File: config.mk
export PLATFORM = sky130hd
export DESIGN_NAME = fpu_issue_unit
export DESIGN_NICKNAME = d
export VERILOG_FILES = /design/src/rtl/fpu_pkg.sv /design/src/rtl/fpu_special_case.sv /design/src/rtl/fpu_issue_unit.sv
export SDC_FILE = /design/constraint.sdc
export NUM_CORES = 1
export LEC_CHECK = 0
export ABC_CLOCK_PERIOD_IN_PS = 1750
export CAP_MARGIN = 20
export CORE_UTILIZATION = 38
export CTS_CLUSTER_SIZE = 16
export DETAILED_ROUTE_END_ITERATION = 10
export PLACE_DENSITY = 0.75
export SLEW_MARGIN = 40
export SYNTH_ARGS = -nofsm -noshare
export SYNTH_HDL_FRONTEND = slang
export SYNTH_SLANG_ARGS = --single-unit
File: constraint.sdc
create_clock -name clk -period 1.75 [get_ports clk]
set_input_delay 0.35 -clock clk [delete_from_list [all_inputs] [get_ports clk]]
set_output_delay 0.35 -clock clk [all_outputs]
set_load 0.1 [all_outputs]
File: src/rtl/fpu_pkg.sv
// Shared types and IEEE field helpers for the FPU issue front end.
// Helpers take field widths as arguments so one package serves every format up to 64 bits.
package fpu_pkg;

    typedef enum logic [1:0] {
        OP_ADD = 2'd0,
        OP_SUB = 2'd1,
        OP_MUL = 2'd2,
        OP_DIV = 2'd3
    } fpu_op_e;

    typedef enum logic [1:0] {
        ST_IDLE  = 2'd0,
        ST_ISSUE = 2'd1,
        ST_WAIT  = 2'd2,
        ST_HOLD  = 2'd3
    } fpu_state_e;

    // Bit positions inside the sticky vector {invalid,div_zero,overflow,underflow,inexact}
    localparam int STK_INX = 0;
    localparam int STK_UNF = 1;
    localparam int STK_OVF = 2;
    localparam int STK_DZ  = 3;
    localparam int STK_INV = 4;
    localparam int STK_W   = 5;

    localparam int FP_MAX_W = 64;
    typedef logic [FP_MAX_W-1:0] fp_max_t;

    // Sign bit is ignored; any nonzero exponent or mantissa bit (subnormals included) is nonzero
    function automatic logic is_zero(input fp_max_t x, input int exp_w, input int man_w);
        logic z;
        z = 1'b1;
        for (int i = 0; i < FP_MAX_W; i++) begin
            if (i < exp_w + man_w && x[i]) begin
                z = 1'b0;
            end
        end
        return z;
    endfunction

    function automatic fp_max_t make_inf(input logic sign, input int exp_w, input int man_w);
        fp_max_t r;
        r = '0;
        for (int i = 0; i < FP_MAX_W; i++) begin
            if (i >= man_w && i < man_w + exp_w) begin
                r[i] = 1'b1;
            end
            if (i == man_w + exp_w) begin
                r[i] = sign;
            end
        end
        return r;
    endfunction

    function automatic fp_max_t make_qnan(input int exp_w, input int man_w);
        fp_max_t r;
        r = '0;
        for (int i = 0; i < FP_MAX_W; i++) begin
            if ((i >= man_w && i < man_w + exp_w) || i == man_w - 1) begin
                r[i] = 1'b1;
            end
        end
        return r;
    endfunction

endpackage

File: src/rtl/fpu_special_case.sv
// Combinational divide special-case detector: x/0 gives signed infinity, 0/0 gives the
// canonical quiet NaN; both results bypass the arithmetic core entirely.
module fpu_special_case
    import fpu_pkg::*;
#(
    parameter int EXP_W = 5,
    parameter int MAN_W = 10,
    localparam int W = 1 + EXP_W + MAN_W
) (
    input  logic [W-1:0] i_op_a,
    input  logic [W-1:0] i_op_b,
    input  fpu_op_e      i_op,
    output logic         o_bypass,
    output logic [W-1:0] o_result,
    output logic         o_div_zero,
    output logic         o_invalid
);

    typedef logic [W-1:0] word_t;

    logic  w_a_zero;
    logic  w_b_zero;
    word_t w_inf;
    word_t w_qnan;

    assign w_a_zero = is_zero(fp_max_t'(i_op_a), EXP_W, MAN_W);
    assign w_b_zero = is_zero(fp_max_t'(i_op_b), EXP_W, MAN_W);
    assign w_inf    = word_t'(make_inf(i_op_a[W-1] ^ i_op_b[W-1], EXP_W, MAN_W));
    assign w_qnan   = word_t'(make_qnan(EXP_W, MAN_W));

    assign o_bypass   = (i_op == OP_DIV) && w_b_zero;
    assign o_div_zero = o_bypass && !w_a_zero;
    assign o_invalid  = o_bypass && w_a_zero;
    assign o_result   = w_a_zero ? w_qnan : w_inf;

endmodule

File: src/rtl/fpu_issue_unit.sv
// Issue/sequencing front end: accepts one op per start/busy handshake, dispatches it to a
// fixed-latency core (or short-circuits divide special cases) and holds the result until taken.
module fpu_issue_unit
    import fpu_pkg::*;
#(
    parameter int EXP_W   = 5,
    parameter int MAN_W   = 10,
    parameter int ADD_LAT = 2,
    parameter int MUL_LAT = 3,
    parameter int DIV_LAT = 8,
    localparam int W = 1 + EXP_W + MAN_W
) (
    input  logic         clk,
    input  logic         reset,
    input  logic         start,
    input  logic [1:0]   op,
    input  logic [W-1:0] opA,
    input  logic [W-1:0] opB,
    output logic         busy,
    output logic [W-1:0] result,
    output logic         valid,
    input  logic         res_ready,
    output logic         overflow,
    output logic         underflow,
    output logic         inexact,
    output logic         div_zero,
    output logic         invalid,
    output logic [4:0]   sticky,
    input  logic         clear_sticky,
    output logic         core_go,
    output logic [1:0]   core_op,
    output logic [W-1:0] core_a,
    output logic [W-1:0] core_b,
    input  logic [W-1:0] core_res,
    input  logic         core_ovf,
    input  logic         core_unf,
    input  logic         core_inx
);

    localparam int MAX_LAT = (ADD_LAT > MUL_LAT)
                           ? ((ADD_LAT > DIV_LAT) ? ADD_LAT : DIV_LAT)
                           : ((MUL_LAT > DIV_LAT) ? MUL_LAT : DIV_LAT);
    localparam int CNT_W   = (MAX_LAT > 1) ? $clog2(MAX_LAT) : 1;

    typedef logic [W-1:0]     word_t;
    typedef logic [CNT_W-1:0] cnt_t;

    fpu_state_e         r_state;
    fpu_state_e         w_next_state;
    fpu_op_e            r_op;
    fpu_op_e            w_op_in;
    word_t              r_core_a;
    word_t              r_core_b;
    word_t              r_result;
    word_t              w_special_result;
    cnt_t               r_cnt;
    cnt_t               w_lat_m1;
    logic               r_ovf;
    logic               r_unf;
    logic               r_inx;
    logic               r_dz;
    logic               r_inv;
    logic [STK_W-1:0]   r_sticky;
    logic [STK_W-1:0]   w_flags;
    logic               w_bypass;
    logic               w_sc_dz;
    logic               w_sc_inv;
    logic               w_busy;
    logic               w_accept;
    logic               w_release;
    logic               w_cnt_zero;
    logic               w_core_done;

    assign w_op_in = fpu_op_e'(op);

    fpu_special_case #(
        .EXP_W (EXP_W),
        .MAN_W (MAN_W)
    ) u_special_case (
        .i_op_a     (opA),
        .i_op_b     (opB),
        .i_op       (w_op_in),
        .o_bypass   (w_bypass),
        .o_result   (w_special_result),
        .o_div_zero (w_sc_dz),
        .o_invalid  (w_sc_inv)
    );

    always_comb begin
        w_lat_m1 = cnt_t'(ADD_LAT - 1);
        case (r_op)
            OP_MUL:  w_lat_m1 = cnt_t'(MUL_LAT - 1);
            OP_DIV:  w_lat_m1 = cnt_t'(DIV_LAT - 1);
            default: w_lat_m1 = cnt_t'(ADD_LAT - 1);
        endcase
    end

    assign w_cnt_zero  = (r_cnt == '0);
    assign w_core_done = (r_state == ST_WAIT) && w_cnt_zero;
    assign w_release   = (r_state == ST_HOLD) && res_ready;
    assign w_accept    = start && !w_busy;

    always_ff @(posedge clk or negedge reset) begin
        if (!reset) begin
            r_state <= ST_IDLE;
        end else begin
            r_state <= w_next_state;
        end
    end

    // A result being taken frees the unit in the same cycle, so HOLD can re-accept directly
    always_comb begin
        w_next_state = r_state;
        w_busy       = 1'b1;
        case (r_state)
            ST_IDLE: begin
                w_busy = 1'b0;
                if (start) begin
                    w_next_state = w_bypass ? ST_HOLD : ST_ISSUE;
                end
            end
            ST_ISSUE: begin
                w_next_state = ST_WAIT;
            end
            ST_WAIT: begin
                if (w_cnt_zero) begin
                    w_next_state = ST_HOLD;
                end
            end
            ST_HOLD: begin
                if (res_ready) begin
                    w_busy = 1'b0;
                    if (start) begin
                        w_next_state = w_bypass ? ST_HOLD : ST_ISSUE;
                    end else begin
                        w_next_state = ST_IDLE;
                    end
                end
            end
            default: begin
                w_next_state = ST_IDLE;
            end
        endcase
    end

    always_comb begin
        w_flags          = '0;
        w_flags[STK_INX] = r_inx;
        w_flags[STK_UNF] = r_unf;
        w_flags[STK_OVF] = r_ovf;
        w_flags[STK_DZ]  = r_dz;
        w_flags[STK_INV] = r_inv;
    end

    always_ff @(posedge clk or negedge reset) begin
        if (!reset) begin
            r_op     <= OP_ADD;
            r_core_a <= '0;
            r_core_b <= '0;
            r_cnt    <= '0;
            r_result <= '0;
            r_ovf    <= 1'b0;
            r_unf    <= 1'b0;
            r_inx    <= 1'b0;
            r_dz     <= 1'b0;
            r_inv    <= 1'b0;
            r_sticky <= '0;
        end else begin
            // SUB is executed by the core as ADD of the negated second operand
            if (w_accept) begin
                r_op     <= w_op_in;
                r_core_a <= opA;
                r_core_b <= (w_op_in == OP_SUB) ? {~opB[W-1], opB[W-2:0]} : opB;
            end

            if (r_state == ST_ISSUE) begin
                r_cnt <= w_lat_m1;
            end else if (r_state == ST_WAIT && !w_cnt_zero) begin
                r_cnt <= r_cnt - cnt_t'(1);
            end

            if (w_accept && w_bypass) begin
                r_result <= w_special_result;
                r_ovf    <= 1'b0;
                r_unf    <= 1'b0;
                r_inx    <= 1'b0;
                r_dz     <= w_sc_dz;
                r_inv    <= w_sc_inv;
            end else if (w_core_done) begin
                r_result <= core_res;
                r_ovf    <= core_ovf;
                r_unf    <= core_unf;
                r_inx    <= core_inx;
                r_dz     <= 1'b0;
                r_inv    <= 1'b0;
            end

            // Flags of a result completing alongside a clear survive the clear
            if (w_release) begin
                r_sticky <= (clear_sticky ? '0 : r_sticky) | w_flags;
            end else if (clear_sticky) begin
                r_sticky <= '0;
            end
        end
    end

    assign busy      = w_busy;
    assign valid     = (r_state == ST_HOLD);
    assign result    = r_result;
    assign overflow  = r_ovf;
    assign underflow = r_unf;
    assign inexact   = r_inx;
    assign div_zero  = r_dz;
    assign invalid   = r_inv;
    assign sticky    = r_sticky;
    assign core_go   = (r_state == ST_ISSUE);
    assign core_op   = r_op;
    assign core_a    = r_core_a;
    assign core_b    = r_core_b;

endmodule

==> results <==
stage by stage:
stage	hold WS (ps)	setup slack (ps)	std cells	TNS (ps)
after detailed placement	362	-465	468	-17910
after global placement	352	-379	468	-15550
final	344	-84.4	500	-84.4
after CTS	393	-108	499	-108
after global routing	321	-136	500	-307
after floorplan	54.4	-21.9	243	-555
per-layer routing:
layer,track usage,vias to the layer above,wire length (µm)
li1,-,1138,-
met1,0.250,1139,3090
met2,0.367,110,3940
met3,0.0825,13,733
met4,0.0985,0,137
met5,0,-,0
registers in the layout (all words and copies together) (netlist names):
register and flops:
core_a 16, core_b 16, result 16, sticky 5, r_cnt 3, core_op 2
r_state 2, div_zero 1, inexact 1, invalid 1, overflow 1, underflow 1
layout by cell type, fill, tap and decap left out, types with 3 or more instances in the layout:
cell type and n:
clkinv_2 4, dlygate4sd2_1 8, clkdlybuf4s50_1 47, clkbuf_8 10
nor3_2 3, mux2_2 33, buf_4 24, nand2_1 36
o21ai_2 9, a21oi_1 3, buf_12 68, dfrtp_1 65
nor2_1 16, o21ai_0 12, nor4_1 4, inv_1 11
xnor2_1 3, buf_6 7
cells in the mapped netlist, drive strengths merged:
| cell type | count |
|---|---|
| nand2 | 37 |
| xnor2 | 3 |
| a2bb2oi | 1 |
| nor2b | 3 |
| mux2i | 1 |
| mux2 | 33 |
| or2 | 1 |
| or4 | 2 |
| o21ai | 23 |
| o21a | 1 |
| and2 | 1 |
| o22ai | 2 |
| inv | 12 |
| ha | 2 |
| a32oi | 1 |
| a31oi | 1 |
| nor2 | 18 |
| nand3 | 2 |
| nand2b | 1 |
| clkbuf | 7 |
| a21oi | 3 |
| and4 | 2 |
| nand3b | 1 |
| and3 | 2 |
| a311oi | 1 |
| dfrtp | 65 |
| nor4 | 4 |
| nand4b | 1 |
| nor3 | 7 |
| buf | 5 |
cells by family (layout without fill, tap and decap cells):
kind of cell / Yosys count / in the layout
flops: 65 / 65
fa+ha+maj: 2 / 2
mux: 34 / 34
simple gates: 82 / 82
xor+xnor: 3 / 3
compound gates: 33 / 33
buf+inv: 24 / 185
worst paths after layout:
check	start	end	slack (ps)	depth (start not counted)
min in group asynchronous	reset	result[14]	550	2
max in group asynchronous	reset	invalid	670	3
worst max-delay path	r_state[0]	busy	-80	5
worst max register to register	r_state[0]	overflow	40	8
worst min register to register	core_b[15]	core_b[15]	550	2
worst min-delay path	opB[0]	core_b[0]	340	2
timing repair:
item / 4_1_cts / 5_1_grt
pin swaps: 9 / 11
gates cloned: 1 / 0
setup endpoints to repair: 21 / 23
gates resized for setup: 27 / 27
endpoints found under the hold margin: 11 / 0
hold buffers: 1 / 0
buffers inserted: 14 / 1
worst register-to-register path, stage by stage (launching register included):
cell     delay [ps]
dfrtp_1         390
and3_4          180
or2_4           230
buf_6           120
buf_4           130
and4_4          220
buf_6           140
buf_12          130
o21ai_2         120
cell type report:
cell class / instances / area, µm²
inverters: 12 / 48.8
clock inverters: 4 / 20.0
fillers: 438 / 1570
clock buffers: 11 / 141
repair buffers: 158 / 2220
multi-input cells: 154 / 1130
flip-flops and latches: 65 / 1630
well taps: 96 / 120
==> impl_metrics.csv <==
group,metric,value,unit
drt,drtIter0Drc,53,
run_status,violations,"setup timing",
floorplanning,io_pins,121,
critical_path,timing.critical_path.max_delay_family,"simple AND/OR/NAND/NOR gates",
yosys,synth_area_leaders,"dfrtp_1, mux2_2, nand2_1",
clock_tree,root_buffer,"clkbuf_8",
yosys,yosys_warnings,0,
floorplanning,die_area,7560,µm²
yosys,synthAdderAreaFrac,0.00912,
placement,dp_hpwl,5810,µm
yosys,synth_mux_area_frac,0.139,
yosys,netlist_area,2740,µm²
yosys,synth_cells,243,
hold_path,hp-class,"in2reg",
floorplanning,die_w,87.0,µm
sta,finalCriticalPeriod,1830,ps
drt,ant_nets,0,
yosys,ys_seq_elements,65,
floorplanning,coreArea,6870,µm²
yosys,syn_area_per_cell,11.3,µm²
clock_tree,cts_buffer_depth,2,
yosys,synth_area_leader_cell,"dfrtp_1",
flow_run,maxCapViolCount,0,
drt,routedWlPerCell,15.8,µm
clock_tree,clkSinkCount,65,
critical_path,end_kind,"output pin",
global_routing,grt_use_total,0.220,
floorplanning,num_rows,30,
placement,gp_congestion,0.732,
floorplanning,start_util,0.399,
critical_path,cp_max_fo,2,
yosys,yosys.area_share.simple,0.142,
yosys,synth_xor_area_frac,0.00958,
yosys,synth_top_family_by_area,"simple AND/OR/NAND/NOR gates",
global_routing,grt_pass1_vias,2565,
yosys,synth_top_area_share,0.593,
final_layout,syn_to_final_growth,93.2,%
clock_tree,numCtsBuffers,9,
sta,timing.final.ws_setup,-84.4,ps
clock_tree,htree_levels,3,
clock_tree,clock_latency,330,ps
clock_tree,cts_tree,"yes",
final_layout,post-route-util,0.771,
drt,wl,7900,µm
sta,worst_pin_slew,550,ps
critical_path,max_stage_delay,390,ps
drt,vias,2400,
drt,drc,0,
critical_path,cp_data_arrival_time,1480,ps
sta,timing_hold_violations_final,0,
global_routing,grt_pass1_wl,12400,µm
yosys,synth_compound_area_frac,0.0666,
critical_path,crit_chain,"and3_4 -> or2_4 -> buf_6 -> clkinvlp_4 -> buf_12",
drt,drtPass1Iterations,4,
yosys,synth-seq-area-share,0.593,
final_layout,design_area,5300,µm²
final_layout,antenna_cells,0,
sta,fmax,545,MHz
yosys,syn-num-nets,303,
placement,io_buffers,120,
placement,dpl-instance-area,4860,µm²
global_routing,grt_antenna_before_repair,0,
run_status,status,"finished with violations",
sta,slew_viol_final,0,
critical_path,worstSetupPathType,"reg2out",
sta,fin_crit_sh,1.05,
sta,maxSlewHeadroom,0.633,
yosys,ys_types,37,
final_layout,drive_above_1_share,0.436,
critical_path,critPathLaunchType,"register",
sta,setup_viol,1,
global_routing,grt_max_degree,25,
critical_path,cp_slowest_cell,"dfrtp_1",
final_layout,nets,460,
drt,viasPerCell,4.80,
sta,worst_clock_skew,8.58,ps
floorplanning,die_h,87.0,µm
sta,rsz0062_at_grt,"true",
global_routing,grt-ovfl-total,0,
clock_tree,cts.clk_slew.worst_paths,70,ps
critical_path,cp_num_buf_inv,3,
critical_path,required,1400,ps
Power of run 1 is left out: the tool's default activity adds up to more than one toggle a clock period on the data nets, which glitch-free logic cannot reach.
